--- src/rtl/shared_ram_arbiter.sv ---
// shared_ram_arbiter
// Shares the single-port Baby store RAM between the Manchester Baby core and
// the SPI RAM interface. Every access runs through IDLE -> ACCESS -> RESP and
// read data comes back registered. The Baby has priority while running, SPI
// while the Baby is halted, and a starvation counter stops a running Baby
// from locking SPI out indefinitely.
//
// Handshake (both requesters): a requester raises req with we/addr/data
// stable and holds them until it sees its gnt pulse. gnt is high for exactly
// one cycle, the cycle the access is on the RAM. The requester may drop req,
// or present a new request, from the cycle after gnt. Dropping req before
// gnt withdraws the request with no side effect. For reads, rvalid pulses for
// one cycle two cycles after gnt, and data_o then holds that word until the
// next read for the same requester. Writes never produce rvalid; gnt is the
// write acknowledge.

module shared_ram_arbiter #(
  parameter int ADDR_W       = 5,
  parameter int DATA_W       = 32,
  parameter int STARVE_LIMIT = 4
) (
  input  logic              sys_clock_i,
  input  logic              rst_i,
  input  logic              baby_halt_i,
  input  logic              baby_req_i,
  input  logic              baby_we_i,
  input  logic [ADDR_W-1:0] baby_addr_i,
  input  logic [DATA_W-1:0] baby_data_i,
  output logic              baby_gnt_o,
  output logic              baby_rvalid_o,
  output logic [DATA_W-1:0] baby_data_o,
  input  logic              spi_req_i,
  input  logic              spi_we_i,
  input  logic [ADDR_W-1:0] spi_addr_i,
  input  logic [DATA_W-1:0] spi_data_i,
  output logic              spi_gnt_o,
  output logic              spi_rvalid_o,
  output logic [DATA_W-1:0] spi_data_o,
  output logic              ram_we_o,
  output logic [ADDR_W-1:0] ram_addr_o,
  output logic [DATA_W-1:0] ram_data_o,
  input  logic [DATA_W-1:0] ram_data_i,
  output logic              busy_o,
  output logic [1:0]        dbg_state_o
);

  typedef enum logic [1:0] {
    ST_IDLE   = 2'd0,
    ST_ACCESS = 2'd1,
    ST_RESP   = 2'd2
  } state_t;

  typedef enum logic {
    OWN_BABY = 1'b0,
    OWN_SPI  = 1'b1
  } owner_t;

  localparam logic [3:0] STARVE_LIM = 4'(STARVE_LIMIT);
  localparam logic [3:0] STARVE_MAX = 4'd15;

  state_t            state_q;
  owner_t            owner_q;
  logic              we_q;
  logic [3:0]        starve_cnt;

  logic              any_req;
  logic              spi_wins;
  logic              sel_we;
  logic [ADDR_W-1:0] sel_addr;
  logic [DATA_W-1:0] sel_data;

  assign dbg_state_o = state_q;

  // Arbitration decision and the winner's transaction fields, used only at
  // arbitration points (IDLE and RESP).
  always_comb begin
    any_req  = baby_req_i | spi_req_i;
    spi_wins = spi_req_i & (~baby_req_i | baby_halt_i | (starve_cnt >= STARVE_LIM));
    sel_we   = spi_wins ? spi_we_i   : baby_we_i;
    sel_addr = spi_wins ? spi_addr_i : baby_addr_i;
    sel_data = spi_wins ? spi_data_i : baby_data_i;
  end

  // Access sequencer: arbitrates, launches the RAM access with registered
  // outputs, and returns read data to the owner of the access.
  always_ff @(posedge sys_clock_i) begin
    if (rst_i) begin
      state_q       <= ST_IDLE;
      owner_q       <= OWN_BABY;
      we_q          <= 1'b0;
      starve_cnt    <= 4'd0;
      baby_gnt_o    <= 1'b0;
      baby_rvalid_o <= 1'b0;
      baby_data_o   <= '0;
      spi_gnt_o     <= 1'b0;
      spi_rvalid_o  <= 1'b0;
      spi_data_o    <= '0;
      ram_we_o      <= 1'b0;
      ram_addr_o    <= '0;
      ram_data_o    <= '0;
      busy_o        <= 1'b0;
    end else begin
      // Pulses default low; they are only raised for a single cycle.
      baby_gnt_o    <= 1'b0;
      spi_gnt_o     <= 1'b0;
      baby_rvalid_o <= 1'b0;
      spi_rvalid_o  <= 1'b0;
      ram_we_o      <= 1'b0;

      case (state_q)
        ST_IDLE, ST_RESP: begin
          // Return read data of the access that just completed.
          if (state_q == ST_RESP && !we_q) begin
            if (owner_q == OWN_BABY) begin
              baby_data_o   <= ram_data_i;
              baby_rvalid_o <= 1'b1;
            end else begin
              spi_data_o   <= ram_data_i;
              spi_rvalid_o <= 1'b1;
            end
          end

          // Starvation tracking: count SPI losses, clear on SPI win or idle.
          if (!spi_req_i || spi_wins) begin
            starve_cnt <= 4'd0;
          end else if (starve_cnt != STARVE_MAX) begin
            starve_cnt <= starve_cnt + 4'd1;
          end

          if (any_req) begin
            state_q    <= ST_ACCESS;
            owner_q    <= spi_wins ? OWN_SPI : OWN_BABY;
            we_q       <= sel_we;
            ram_we_o   <= sel_we;
            ram_addr_o <= sel_addr;
            ram_data_o <= sel_data;
            baby_gnt_o <= ~spi_wins;
            spi_gnt_o  <= spi_wins;
            busy_o     <= 1'b1;
          end else begin
            state_q <= ST_IDLE;
            busy_o  <= 1'b0;
          end
        end

        ST_ACCESS: begin
          // RAM samples the address this cycle; data arrives in RESP.
          state_q <= ST_RESP;
          busy_o  <= 1'b1;
        end

        default: begin
          state_q <= ST_IDLE;
          busy_o  <= 1'b0;
        end
      endcase
    end
  end

endmodule

--- config.mk ---
export PLATFORM = sky130hd
export DESIGN_NAME = shared_ram_arbiter
export DESIGN_NICKNAME = d
export VERILOG_FILES = /design/src/rtl/shared_ram_arbiter.sv
export SDC_FILE = /design/constraint.sdc
export NUM_CORES = 1
export LEC_CHECK = 0
export CAP_MARGIN = 15
export CORE_MARGIN = 4
export CORE_UTILIZATION = 43
export DETAILED_ROUTE_END_ITERATION = 12
export PLACE_DENSITY = 0.94
export RECOVER_POWER = 100
export SLEW_MARGIN = 20
export SYNTH_ARGS = -nofsm -noshare
export SYNTH_HDL_FRONTEND = slang
export SYNTH_SLANG_ARGS = --single-unit
export TNS_END_PERCENT = 10
--- constraint.sdc ---
create_clock -name sys_clock_i -period 3.47 [get_ports sys_clock_i]
set_input_delay 0.694 -clock sys_clock_i [delete_from_list [all_inputs] [get_ports sys_clock_i]]
set_output_delay 0.694 -clock sys_clock_i [all_outputs]
set_load 0.01 [all_outputs]
==> metrics.txt <==
Rows 36; clock transition at the registers of the reported paths about 0.060 ns; worst-margin pin slew between 1.5 and 2 ns; Power per Cell Area slightly above 500 mW/mm²; routed wire length per instance ~17 µm; maximum vdd ir drop between 0.0004 and 0.0005 V; Layout area overhead 65.4%; placer congestion estimate 0.790; Synth Cell Area 0.00440 mm²; port buffer count 221; number of fill cells about 730; Routed Antenna Nets 0; unrepaired setup endpoints after global routing false; Pleak 0.00285 µW; Post-synth top cells nand2_1, dfxtp_1, a21oi_1; htree depth 4; Synth top area share roughly 52%; setup TNS 0 ns; initial drt markers between 300 and 400; sequential share of power between 30% and 40%; starting density of the core around 45%; DIE HEIGHT 109 µm; post-DP HPWL roughly 11,000 µm; Primary FF master, synth dfxtp_1; Post-CTS Resized 0; Mapped Nets ~660; FMAX between 300 and 400 MHz; WL final 15,100 µm; NumNets Final roughly 860; TritonCTS buffer count 17; grt ovf 0; largest cells by area after synthesis dfxtp_1, nand2_1, a21oi_1; clock sinks about 120; DRC viols 0; final setup vio count 0; largest net degree at the start of global routing 81; Worst setup SP type input pin; I/O pin cnt 222; share of layout cells above drive strength 1 between 5 and 6%; CP arrival around 3.3 ns; CP endpoint kind flop; Pre-antenna DRT Iters 7; Die W about 110 µm; routed via count around 5,000; P_sw about 860 µW; Final Hold Viols 0; Multi-input gate area between 0.0015 and 0.002 mm²; Sw Share 23.5%; number of max-cap violations 3; Cells after Synth 548; die area roughly 0.012 mm²; clk_lat worst skew ~0.5 ns; minimum clock period between 2 and 3 ns; Worst Hold Class reg -> reg; vias in the first global route between 4,000 and 5,000; CTS Root Cell clkbuf_8; Overall Power between 3000 and 4000 µW; fin. max-slew vios ~160; Async S/R FF share, synth 0%; fin crit share 83.7%; worst-path fanout max 39; most frequent cell after synthesis nand2_1; diodes inserted 0; Distinct cells, synth 27; core area roughly 0.0099 mm²; status finished, violations left; Yosys warnings 0; CTS Buffer Depth 2; GRT Util Overall roughly a quarter; largest area contributor in the netlist dfxtp_1; critical path type in -> reg; Yosys reg bits 115; EDFF count, synth 0; internal power ~2800 µW; CTS tree yes; Logic pwr share 13.1%; hold buffers post-CTS 0; Critical Path RT 3.86 ns; Post-CTS Setup Inserts 0; Slew headroom -11.3%; register area 0.00230 mm²; DR vias/cell approximately 5.5; first-pass GRT wire length ~23,000 µm; Clk network pwr share about half; violated checks capacitance limit, slew limit; post-synthesis sequential area ratio between 50% and 60%; initial antenna violation count 0; Clock Skew around 0.0084 ns; Synth Area per Inst 8.03 µm²
==> routing by layer <==
| metal | track usage (%) | wire [µm] | vias up |
|---|---|---|---|
| li1 | - | - | 2288 |
| met3 | 6.45 | 1150 | 30 |
| met4 | 10.9 | 370 | 0 |
| met2 | 45.7 | 8170 | 244 |
| met5 | 0 | 0 | - |
| met1 | 27.3 | 5440 | 2299 |
==> logic make-up (layout without fill, tap and decap cells) <==
family                   after synthesis  in the layout  synth area share [%]
buffers and inverters                 58            266                  5.12
AO/OA/AOI/OAI                        150            150                  20.6
adder cells (fa/ha/maj)                1              1                 0.284
AND/OR/NAND/NOR                      224            224                  21.6
flip-flops                           115            115                  52.3
==> final cells by class <==
| cell class | count | area share, % |
|---|---|---|
| multi-input combinational | 375 | 26.2 |
| timing repair buffer | 231 | 31.4 |
| tap | 133 | 2.29 |
| clock buffer | 19 | 5.80 |
| clock inverter | 13 | 2.55 |
| sequential | 115 | 31.7 |
| inverter | 3 | 0.155 |
==> state kept, by name, indices dropped and copies added (netlist names), 2 cells and up <==
signal       flops
ram_addr_o       5
starve_cnt       4
ram_data_o      32
dbg_state_o      2
baby_data_o     32
spi_data_o      32
==> worst max-delay path, stage by stage <==
cell,delay [ns]
dlygate4sd3_1,0.59
or4b_1,0.22
clkbuf_1,1.21
nand3_1,0.23
a311oi_1,0.33
==> final timing paths <==
path	cells after the start	slack (ns)	end	startpoint
setup reg to reg	4	0.98	ram_data_o[30]	starve_cnt[3]
hold / removal	2	0.45	spi_data_o[23]	spi_data_o[23]
hold reg to reg	2	0.45	spi_data_o[23]	spi_data_o[23]
setup / recovery	5	0.56	ram_data_o[30]	baby_req_i
==> layout by cell type (no fill, tap or decap), types with 2 or more instances in the layout <==
master	count
a21oi_1	69
a311oi_1	38
buf_4	6
bufinv_16	4
clkbuf_1	5
clkbuf_16	16
clkdlybuf4s50_1	110
clkinv_2	3
clkinv_4	4
clkinvlp_4	2
dfxtp_1	115
dlygate4sd3_1	110
inv_1	3
nand2_1	131
nand3_1	39
nor2_1	43
nor4b_4	2
o21ai_0	38
or4b_1	2
==> through the flow <==
| step | area [µm²] | hold WS (ns) | std cells | worst slack (ns) | utilization (%) |
|---|---|---|---|---|---|
| after global placement | 6680 | 0.441 | 857 | 1.04 | 67.7 |
| after CTS | 7290 | 0.456 | 889 | 0.904 | 73.9 |
| after detailed placement | 6680 | 0.448 | 857 | 0.913 | 67.7 |
| final | 7270 | 0.450 | 889 | 0.565 | 73.7 |
| after global routing | 7270 | 0.473 | 889 | 0.429 | 73.7 |
| after floorplan | 4400 | 0.428 | 548 | 1.61 | - |
==> power by group through the flow <==
| stage | combinational (µW) | sequential (µW) | clock (µW) |
|---|---|---|---|
| 4_1_cts | 504 | 1430 | 1800 |
| 2_1_floorplan | 170 | 1480 | 0 |
| 5_1_grt | 516 | 1430 | 1860 |
| 3_3_place_gp | 483 | 1450 | 0 |
| 6_report | 480 | 1420 | 1770 |
| 3_5_place_dp | 500 | 1450 | 0 |
Note: power is estimated with default switching activity, not from simulation.
